--- config.mk ---
export PLATFORM = sky130hd
export DESIGN_NAME = fp_ack_parser
export DESIGN_NICKNAME = d
export VERILOG_FILES = /design/src/rtl/fp_ack_parser.sv
export SDC_FILE = /design/constraint.sdc
export NUM_CORES = 1
export LEC_CHECK = 0
export ABC_AREA = 1
export BUFFER_PORTS_ARGS = -buffer_cell sky130_fd_sc_hd__buf_2
export CAP_MARGIN = 0
export CORE_UTILIZATION = 55
export CTS_BUF_LIST = sky130_fd_sc_hd__clkbuf_16
export CTS_CLUSTER_DIAMETER = 80
export DETAILED_ROUTE_END_ITERATION = 10
export GPL_TIMING_DRIVEN = 0
export MAX_ROUTING_LAYER = met4
export PLACE_DENSITY = 0.76
export SYNTH_ARGS = -nofsm -noshare
export SYNTH_HDL_FRONTEND = slang
export SYNTH_SLANG_ARGS = --single-unit
--- constraint.sdc ---
create_clock -name clk -period 1.85 [get_ports clk]
set_input_delay 0.185 -clock clk [delete_from_list [all_inputs] [get_ports clk]]
set_output_delay 0.185 -clock clk [all_outputs]
set_load 0.005 [all_outputs]
--- src/rtl/fp_ack_parser.sv ---
// Byte-level parser for fingerprint-sensor acknowledge packets received over UART.
// Validates framing and checksum, extracts confirm/page_id/score and drives the search flags.
module fp_ack_parser #(
    parameter logic [31:0] DEV_ADDR     = 32'hFFFF_FFFF,
    parameter logic [15:0] MAX_LEN      = 16'd32,
    parameter logic [23:0] BYTE_TIMEOUT = 24'd2_500_000
) (
    input  logic        clk,
    input  logic        rst,
    input  logic [7:0]  rx_data,
    input  logic        rx_valid,
    input  logic        flag_clr,
    output logic [1:0]  flag,
    output logic [7:0]  confirm,
    output logic [15:0] page_id,
    output logic [15:0] score,
    output logic        ack_valid,
    output logic        pkt_err
);

    typedef enum logic [3:0] {
        S_IDLE,
        S_HDR1,
        S_ADDR,
        S_PID,
        S_LENH,
        S_LENL,
        S_PAY,
        S_CSH,
        S_CSL
    } state_t;

    state_t      state;
    logic [1:0]  addr_cnt;
    logic [23:0] addr_sr;
    logic [15:0] len_q;
    logic [15:0] pay_cnt;
    logic [15:0] sum_q;
    logic [7:0]  csh_q;
    logic [7:0]  cf_q;
    logic [15:0] pid_q;
    logic [15:0] sc_q;
    logic [23:0] timer;

    logic [15:0] len_w;
    logic [15:0] sum_next;
    logic [31:0] addr_w;
    logic        timeout;

    assign len_w    = {len_q[15:8], rx_data};
    assign sum_next = sum_q + {8'h00, rx_data};
    assign addr_w   = {addr_sr, rx_data};
    // Fires BYTE_TIMEOUT cycles after the last accepted byte; a byte arriving that cycle wins.
    assign timeout  = (state != S_IDLE) && !rx_valid && (timer >= BYTE_TIMEOUT - 24'd1);

    always_ff @(posedge clk) begin
        if (rst) begin
            state     <= S_IDLE;
            addr_cnt  <= 2'd0;
            addr_sr   <= 24'd0;
            len_q     <= 16'd0;
            pay_cnt   <= 16'd0;
            sum_q     <= 16'd0;
            csh_q     <= 8'd0;
            cf_q      <= 8'd0;
            pid_q     <= 16'd0;
            sc_q      <= 16'd0;
            timer     <= 24'd0;
            flag      <= 2'b00;
            confirm   <= 8'd0;
            page_id   <= 16'd0;
            score     <= 16'd0;
            ack_valid <= 1'b0;
            pkt_err   <= 1'b0;
        end else begin
            ack_valid <= 1'b0;
            pkt_err   <= 1'b0;

            // A good packet below may override this clear in the same cycle.
            if (flag_clr) flag <= 2'b00;

            if (state == S_IDLE || rx_valid) timer <= 24'd0;
            else                             timer <= timer + 24'd1;

            if (timeout) begin
                pkt_err <= 1'b1;
                state   <= S_IDLE;
            end else if (rx_valid) begin
                case (state)
                    S_IDLE: begin
                        if (rx_data == 8'hEF) state <= S_HDR1;
                    end
                    S_HDR1: begin
                        if (rx_data == 8'h01) begin
                            state    <= S_ADDR;
                            addr_cnt <= 2'd0;
                        end else if (rx_data != 8'hEF) begin
                            state <= S_IDLE;
                        end
                    end
                    S_ADDR: begin
                        addr_sr  <= addr_w[23:0];
                        addr_cnt <= addr_cnt + 2'd1;
                        if (addr_cnt == 2'd3) begin
                            if (addr_w == DEV_ADDR) begin
                                state <= S_PID;
                            end else begin
                                pkt_err <= 1'b1;
                                state   <= S_IDLE;
                            end
                        end
                    end
                    S_PID: begin
                        if (rx_data == 8'h07) begin
                            sum_q <= {8'h00, rx_data};
                            state <= S_LENH;
                        end else begin
                            pkt_err <= 1'b1;
                            state   <= S_IDLE;
                        end
                    end
                    S_LENH: begin
                        len_q <= {rx_data, 8'h00};
                        sum_q <= sum_next;
                        state <= S_LENL;
                    end
                    S_LENL: begin
                        if (len_w < 16'd3 || len_w > MAX_LEN) begin
                            pkt_err <= 1'b1;
                            state   <= S_IDLE;
                        end else begin
                            len_q   <= len_w;
                            sum_q   <= sum_next;
                            pay_cnt <= 16'd0;
                            state   <= S_PAY;
                        end
                    end
                    S_PAY: begin
                        sum_q   <= sum_next;
                        pay_cnt <= pay_cnt + 16'd1;
                        case (pay_cnt)
                            16'd0:   cf_q        <= rx_data;
                            16'd1:   pid_q[15:8] <= rx_data;
                            16'd2:   pid_q[7:0]  <= rx_data;
                            16'd3:   sc_q[15:8]  <= rx_data;
                            16'd4:   sc_q[7:0]   <= rx_data;
                            default: ;
                        endcase
                        // Payload holds LEN-2 bytes, so the last index is LEN-3.
                        if (pay_cnt == len_q - 16'd3) state <= S_CSH;
                    end
                    S_CSH: begin
                        csh_q <= rx_data;
                        state <= S_CSL;
                    end
                    S_CSL: begin
                        state <= S_IDLE;
                        if ({csh_q, rx_data} == sum_q) begin
                            ack_valid <= 1'b1;
                            confirm   <= cf_q;
                            if (len_q >= 16'd7) begin
                                page_id <= pid_q;
                                score   <= sc_q;
                            end
                            if (cf_q == 8'h00)      flag <= 2'b01;
                            else if (cf_q == 8'h09) flag <= 2'b10;
                        end else begin
                            pkt_err <= 1'b1;
                        end
                    end
                    default: state <= S_IDLE;
                endcase
            end
        end
    end

endmodule

==> run metrics, run 1 <==
Worst Skew=around 0.015 ns; row count=47; Worst setup SP type=flop; ANT cells=0; Synth async-reset ratio=0; IR drop worst, VDD=826.3 µV; flops & latches, synth=around 190; max cap viols=0; worst-case clock buffer depth=2; Final Max Tran Viols=0; violated checks=setup timing; drt drc=0; Synth Warn #=0; total via count in the routed design=9318; Initial Util=0.5665; port bufs=54; pwr/cell area=~930 nW/µm²; Worst Setup End Kind=flop; Final Setup Violations=54; Cell Area, Synth=9462 µm²; Main synth FF type=dfxtp_1; RSZ-0062 raised after global routing=true; period utilization=1.110; Post-Syn Area per Cell=about 7.3 µm²; TritonCTS clock tree=built; worst path arrival time=about 2.4 ns; root buf cell=clkbuf_16; IO Count=56; worst-path fanout max=8; antenna violations before repair=0; Worst Tran Pin Value=approximately 0.81 ns; Avg WL per Cell=15.96 µm; Rel. slew slack=0.4574; final design utilization=0.7241; WL met1=11.01 mm; number of buffers created by CTS=17; Hold Vio Cnt, Final=0; number of global-route vias before repair=8210; DR iter-0 viols=just over 700; die area=17730 µm²; Leak=between 0.004 and 0.005 µW; top sig layer=met4; GRT overflow=0; Final WS setup=-0.2033 ns; HP Class=input pin to flop; minimum clock period=between 2 and 2.5 ns; storage element area=between 3000 and 4000 µm²; routed wl met3=roughly 1.7 mm; Clock Latency Late Sink=0.45 ns; Post-synth EDFFs=0; CTS clk-pin slew, worst paths=about 0.08 ns; Crit Path Category=flop to flop; area of the multi-input gates=about 5400 µm²; status=finished with violations; fillers=1263; die height=around 130 µm; first-pass GRT wire length=~40 mm; Synth top cells by count=194 x dfxtp_1, 191 x nand2_1, 158 x inv_1; Post-Synthesis Cells=~1300; Seq/Total Area, Yosys=0.4105; Post-Syn Nets=between 1000 and 1500; largest net degree at the start of global routing=21; Worst Path Required=around 2.2 ns; met2 wire length=between 10 and 15 mm; CORE AREA=about 17000 µm²; fraction of layout instances using a drive strength above 1=0.2929; WHS=about 0.22 ns; routed vias/inst=roughly 5.6; area delta synth->final=27.81%; final wirelength=between 20 and 30 mm; clock sinks=about 190; post-synth top area cell=dfxtp_1; top-count cell post-synth=dfxtp_1; GRT Util Overall=0.2911; nets=~1500; detailed placement HPWL=around 17 mm; H-tree depth=4; Netlist cell types=52; post-route ant nets=0; fmax=0.4870 GHz; global placement routability congestion=just over 0.9; Synth area leaders=dfxtp_1 41%, a21oi_1 8.3%, nand2_1 7.6%, inv_1 6.3%, o21ai_0 5.5%; DIE WIDTH=around 130 µm; top-area cell type share of the netlist area=0.4105; TritonRoute pass-1 iters=7
per-layer routing:
metal  GRT usage  vias to the layer above
met1      0.3612                     4343
met4      0.1294                        0
met5           -                        -
met2      0.4677                      360
li1            -                     4542
met3     0.04680                       73
kinds of logic (layout without fill, tap and decap cells):
logic type	Yosys count	in the layout	synth area share
adder cells (fa/ha/maj)	16	16	0.02195
XOR/XNOR	41	41	0.03795
AND/OR/NAND/NOR	488	488	0.2502
buffers and inverters	228	377	0.09772
AO/OA/AOI/OAI	324	325	0.1817
flip-flops	194	194	0.4105
final cells by class:
class / count / share of cell area
Sequential cell: 194 / 0.3247
Tap cell: 220 / 0.02276
Inverter: 178 / 0.05691
Multi-Input combinational cell: 870 / 0.4489
Buffer: 49 / 0.02618
Clock inverter: 15 / 0.01593
Clock buffer: 17 / 0.03518
Timing Repair Buffer: 118 / 0.06943
final timing paths:
path                    from  slack [ns]  depth (start not counted)  endpoint
hold reg to reg     timer[0]        0.42                          1  timer[0]
setup reg to reg    sum_q[4]       -0.20                         10  score[5]
setup / recovery    sum_q[4]       -0.20                         10  score[5]
hold / removal    rx_data[5]        0.22                          4  len_q[5]
state kept, by name, summed over array words and instances (netlist names):
signal	flops
sc_q	16
timer	24
score	16
pid_q	16
csh_q	8
sum_q	16
page_id	16
cf_q	8
addr_cnt	2
len_q	16
flag	2
pkt_err	1
confirm	8
ack_valid	1
state	4
addr_sr	24
pay_cnt	16
power by group:
part           total [µW]  internal, µW  switching (µW)
clock network        3830          1950            1880
logic                2820          1050            1770
registers            4580          4370             213
total               11200          7370            3860
critical path: stages, from the launching register on:
cell	delay, ns
dfxtp_2	0.34
ha_4	0.22
nor2_2	0.12
nand3_2	0.08
nor4_2	0.28
nand2_2	0.15
nor2_4	0.21
o21ai_4	0.16
buf_6	0.19
o21ai_4	0.15
a21oi_2	0.04
timing repair:
| item | 4_1_cts | 5_1_grt |
|---|---|---|
| setup endpoints to repair | 132 | 163 |
| resized for setup | 123 | 160 |
| endpoints found under the hold margin | 1 | 0 |
| setup buffers | 18 | 37 |
| hold buffers | 1 | 0 |
| gates cloned | 7 | 3 |
| pin swaps | 13 | 47 |
placed cells by master (no fill, tap or decap), types with 4 or more instances in the layout:
master,netlist,final
ha_4,0,9
nand4_1,30,30
o21ai_0,104,73
clkbuf_1,27,23
buf_6,2,25
inv_1,158,150
o21ai_2,2,47
clkbuf_16,0,18
nand4_4,2,5
ha_1,15,6
xnor2_1,12,12
o211a_1,4,4
nand2_2,6,20
nor4_1,7,5
a21oi_1,156,129
nor2_4,10,16
a21oi_2,2,28
o21ai_1,34,13
inv_2,17,23
nor3_1,24,20
nand3_1,64,58
or2_2,5,5
nor2_1,116,96
nand3_2,4,8
dfxtp_2,0,19
buf_4,5,51
buf_2,15,60
nor2_2,7,21
dfxtp_1,194,170
nor3_4,2,6
o21ai_4,0,8
nand2_1,191,175
nor3_2,4,4
a31oi_1,4,4
xor2_1,29,29
clkinv_4,0,5
dfxtp_4,0,5
clkinv_8,0,5
through the flow:
step                setup TNS [ns]  instance area [µm²]  power [µW]  std cells  worst slack, ns
global route                -14.73                12090       11730       1661          -0.2921
floorplan                        0                 9548        6284       1291         0.003240
finish                      -6.881                12090       11230       1661          -0.2033
detailed placement          -27.43                10090        6806       1565          -0.4953
global placement            -24.89                10090        6751       1565          -0.4869
CTS                         -4.571                11280       10760       1623          -0.1478
Note: power is estimated with default switching activity, not from simulation.
==> inputs of run 2 (changes only) <==
==> constraint.sdc (replaced) <==
create_clock -name clk -period 1.85 [get_ports clk]
set_input_delay 0.0925 -clock clk [delete_from_list [all_inputs] [get_ports clk]]
set_output_delay 0.0925 -clock clk [all_outputs]
set_load 0.005 [all_outputs]
==> run metrics, run 2 (synthesis results as in run 1) <==
status=finished with violations (unchanged); violated checks=setup timing (unchanged); largest net degree at the start of global routing=21 (unchanged); final wirelength=26.54 mm (was 26.52 mm); Hold Vio Cnt, Final=0 (unchanged); Place WS=-0.4560 ns (was -0.4953 ns); drt drc=0 (unchanged); GRT overflow=0 (unchanged); commonest cells after routing, fill and taps aside=175 x nand2_1, 170 x dfxtp_1, 150 x inv_1 (unchanged); ANT cells=0 (unchanged); post-route ant nets=0 (unchanged); HP Class=input pin to flop (unchanged); biggest regs=addr_sr x24, timer x24 (unchanged); TritonCTS clock tree=built (unchanged); Avg WL per Cell=15.98 µm (was 15.96 µm); Worst setup SP type=flop (unchanged); first-pass GRT wire length=39.96 mm (unchanged); number of global-route vias before repair=8210 (unchanged); Initial Util=0.5665 (unchanged); R2R depth=10 (unchanged); CTS clk-pin slew, worst paths=0.08 ns (about the same); IR drop worst, VDD=830.2 µV (was 826.3 µV); hold-critical path depth=4 (unchanged); most common cell after layout, fill and taps aside=nand2_1 (unchanged); area delta synth->final=27.80% (was 27.81%); Worst Tran Pin Value=0.8794 ns (was 0.8139 ns); number of buffers created by CTS=17 (unchanged); global placement routability congestion=0.9260 (unchanged); minimum clock period=2.054 ns (was 2.053 ns); DR iter-0 viols=717 (was 714); GRT Util Overall=0.2911 (unchanged); fraction of layout instances using a drive strength above 1=0.2922 (was 0.2929); worst-path fanout max=8 (unchanged); period utilization=1.110 (about the same); worst-case clock buffer depth=2 (unchanged); total via count in the routed design=9325 (was 9318); max cap viols=0 (unchanged); worst path arrival time=2.40 ns (was 2.39 ns); CORE AREA=16700 µm² (unchanged); TritonRoute pass-1 iters=8 (was 7); die height=133.2 µm (unchanged); detailed placement HPWL=16.75 mm (unchanged); Rel. slew slack=0.4138 (was 0.4574); Clock Latency Late Sink=0.45 ns (about the same); IO Count=56 (unchanged); nets=1456 (unchanged); fmax=0.4869 GHz (was 0.4870 GHz); Final WS setup=-0.2036 ns (was -0.2033 ns); Tot Pwr=11240 µW (was 11230 µW); Final Setup Violations=54 (unchanged); port bufs=54 (unchanged); die area=17730 µm² (unchanged); Crit Path Category=flop to flop (unchanged); setup tns final=-6.948 ns (was -6.881 ns); Worst Setup End Kind=flop (unchanged); Final Max Tran Viols=0 (unchanged); Leak=0.004680 µW (was 0.004683 µW); root buf cell=clkbuf_16 (unchanged); final design utilization=0.7240 (was 0.7241); fillers=1264 (was 1263); clock sinks=194 (unchanged); Worst Skew=0.01453 ns (was 0.01452 ns); pwr/cell area=929.9 nW/µm² (was 928.8 nW/µm²); RSZ-0062 raised after global routing=true (unchanged); row count=47 (unchanged); antenna violations before repair=0 (unchanged); DIE WIDTH=133.2 µm (unchanged); routed vias/inst=5.614 (was 5.610); H-tree depth=4 (unchanged); Worst Path Required=2.19 ns (about the same)
run 2: cell counts in the layout (fill, tap and decap cells not counted):
Identical to the previous run, type by type.
run 2: layer usage:
| layer | GRT usage | up-vias | share of wire |
|---|---|---|---|
| met3 | 0.04680 | 67 | 0.063 |
| met4 | 0.1294 | 0 | 0.032 |
| li1 | - | 4541 | - |
| met5 | - | - | 0 |
| met1 | 0.3612 | 4354 | 0.42 |
| met2 | 0.4677 | 363 | 0.49 |
run 2: timing repair:
action                                  4_1_cts  5_1_grt
gates cloned                                  7        3
hold buffers                                  1        0
endpoints found under the setup margin      132      163
hold endpoints to repair                      2        0
setup buffers                                18       37
gates resized for setup                     123      157
pin swaps                                    13       47
run 2: final cells by class:
class / instances / area, µm² / share of cell area
Buffer: 49 / 315.3 / 0.02608
Sequential cell: 194 / 3926 / 0.3247
Clock inverter: 15 / 192.7 / 0.01594
Timing Repair Buffer: 118 / 839.6 / 0.06943
Multi-Input combinational cell: 870 / 5429 / 0.4490
Clock buffer: 17 / 425.4 / 0.03518
Inverter: 178 / 688.2 / 0.05691
Tap cell: 220 / 275.3 / 0.02276
run 2: stage by stage:
step	area (µm²)	instances	hold slack [ns]
floorplan	9548	1291	0.2471
global placement	10090	1565	0.3569
detailed placement	10090	1565	0.3698
CTS	11280	1623	0.1028
global route	12090	1661	0.1426
finish	12090	1661	0.1228
run 2: path summary, 6_finish.rpt:
path | slack, ns | endpoint | startpoint
max | -0.20 | score[5] | sum_q[4]
max reg2reg | -0.20 | score[5] | sum_q[4]
min | 0.12 | len_q[5] | rx_data[5]
min reg2reg | 0.42 | timer[0] | timer[0]
run 2: report_power, final:
part | total (µW) | switching, µW | internal [µW] | leakage (µW)
sequential | 4580 | 214 | 4370 | 0.00158
combinational | 2820 | 1770 | 1050 | 0.00280
clock | 3840 | 1890 | 1950 | 0.000303
total | 11200 | 3880 | 7370 | 0.00468
run 2: critical path: stages (launching register included):
cell,delay [ns]
dfxtp_2,0.34
ha_4,0.22
nor2_2,0.12
nand3_2,0.08
nor4_2,0.28
nand2_2,0.15
nor2_4,0.21
o21ai_4,0.16
buf_6,0.19
o21ai_4,0.15
a21oi_2,0.04
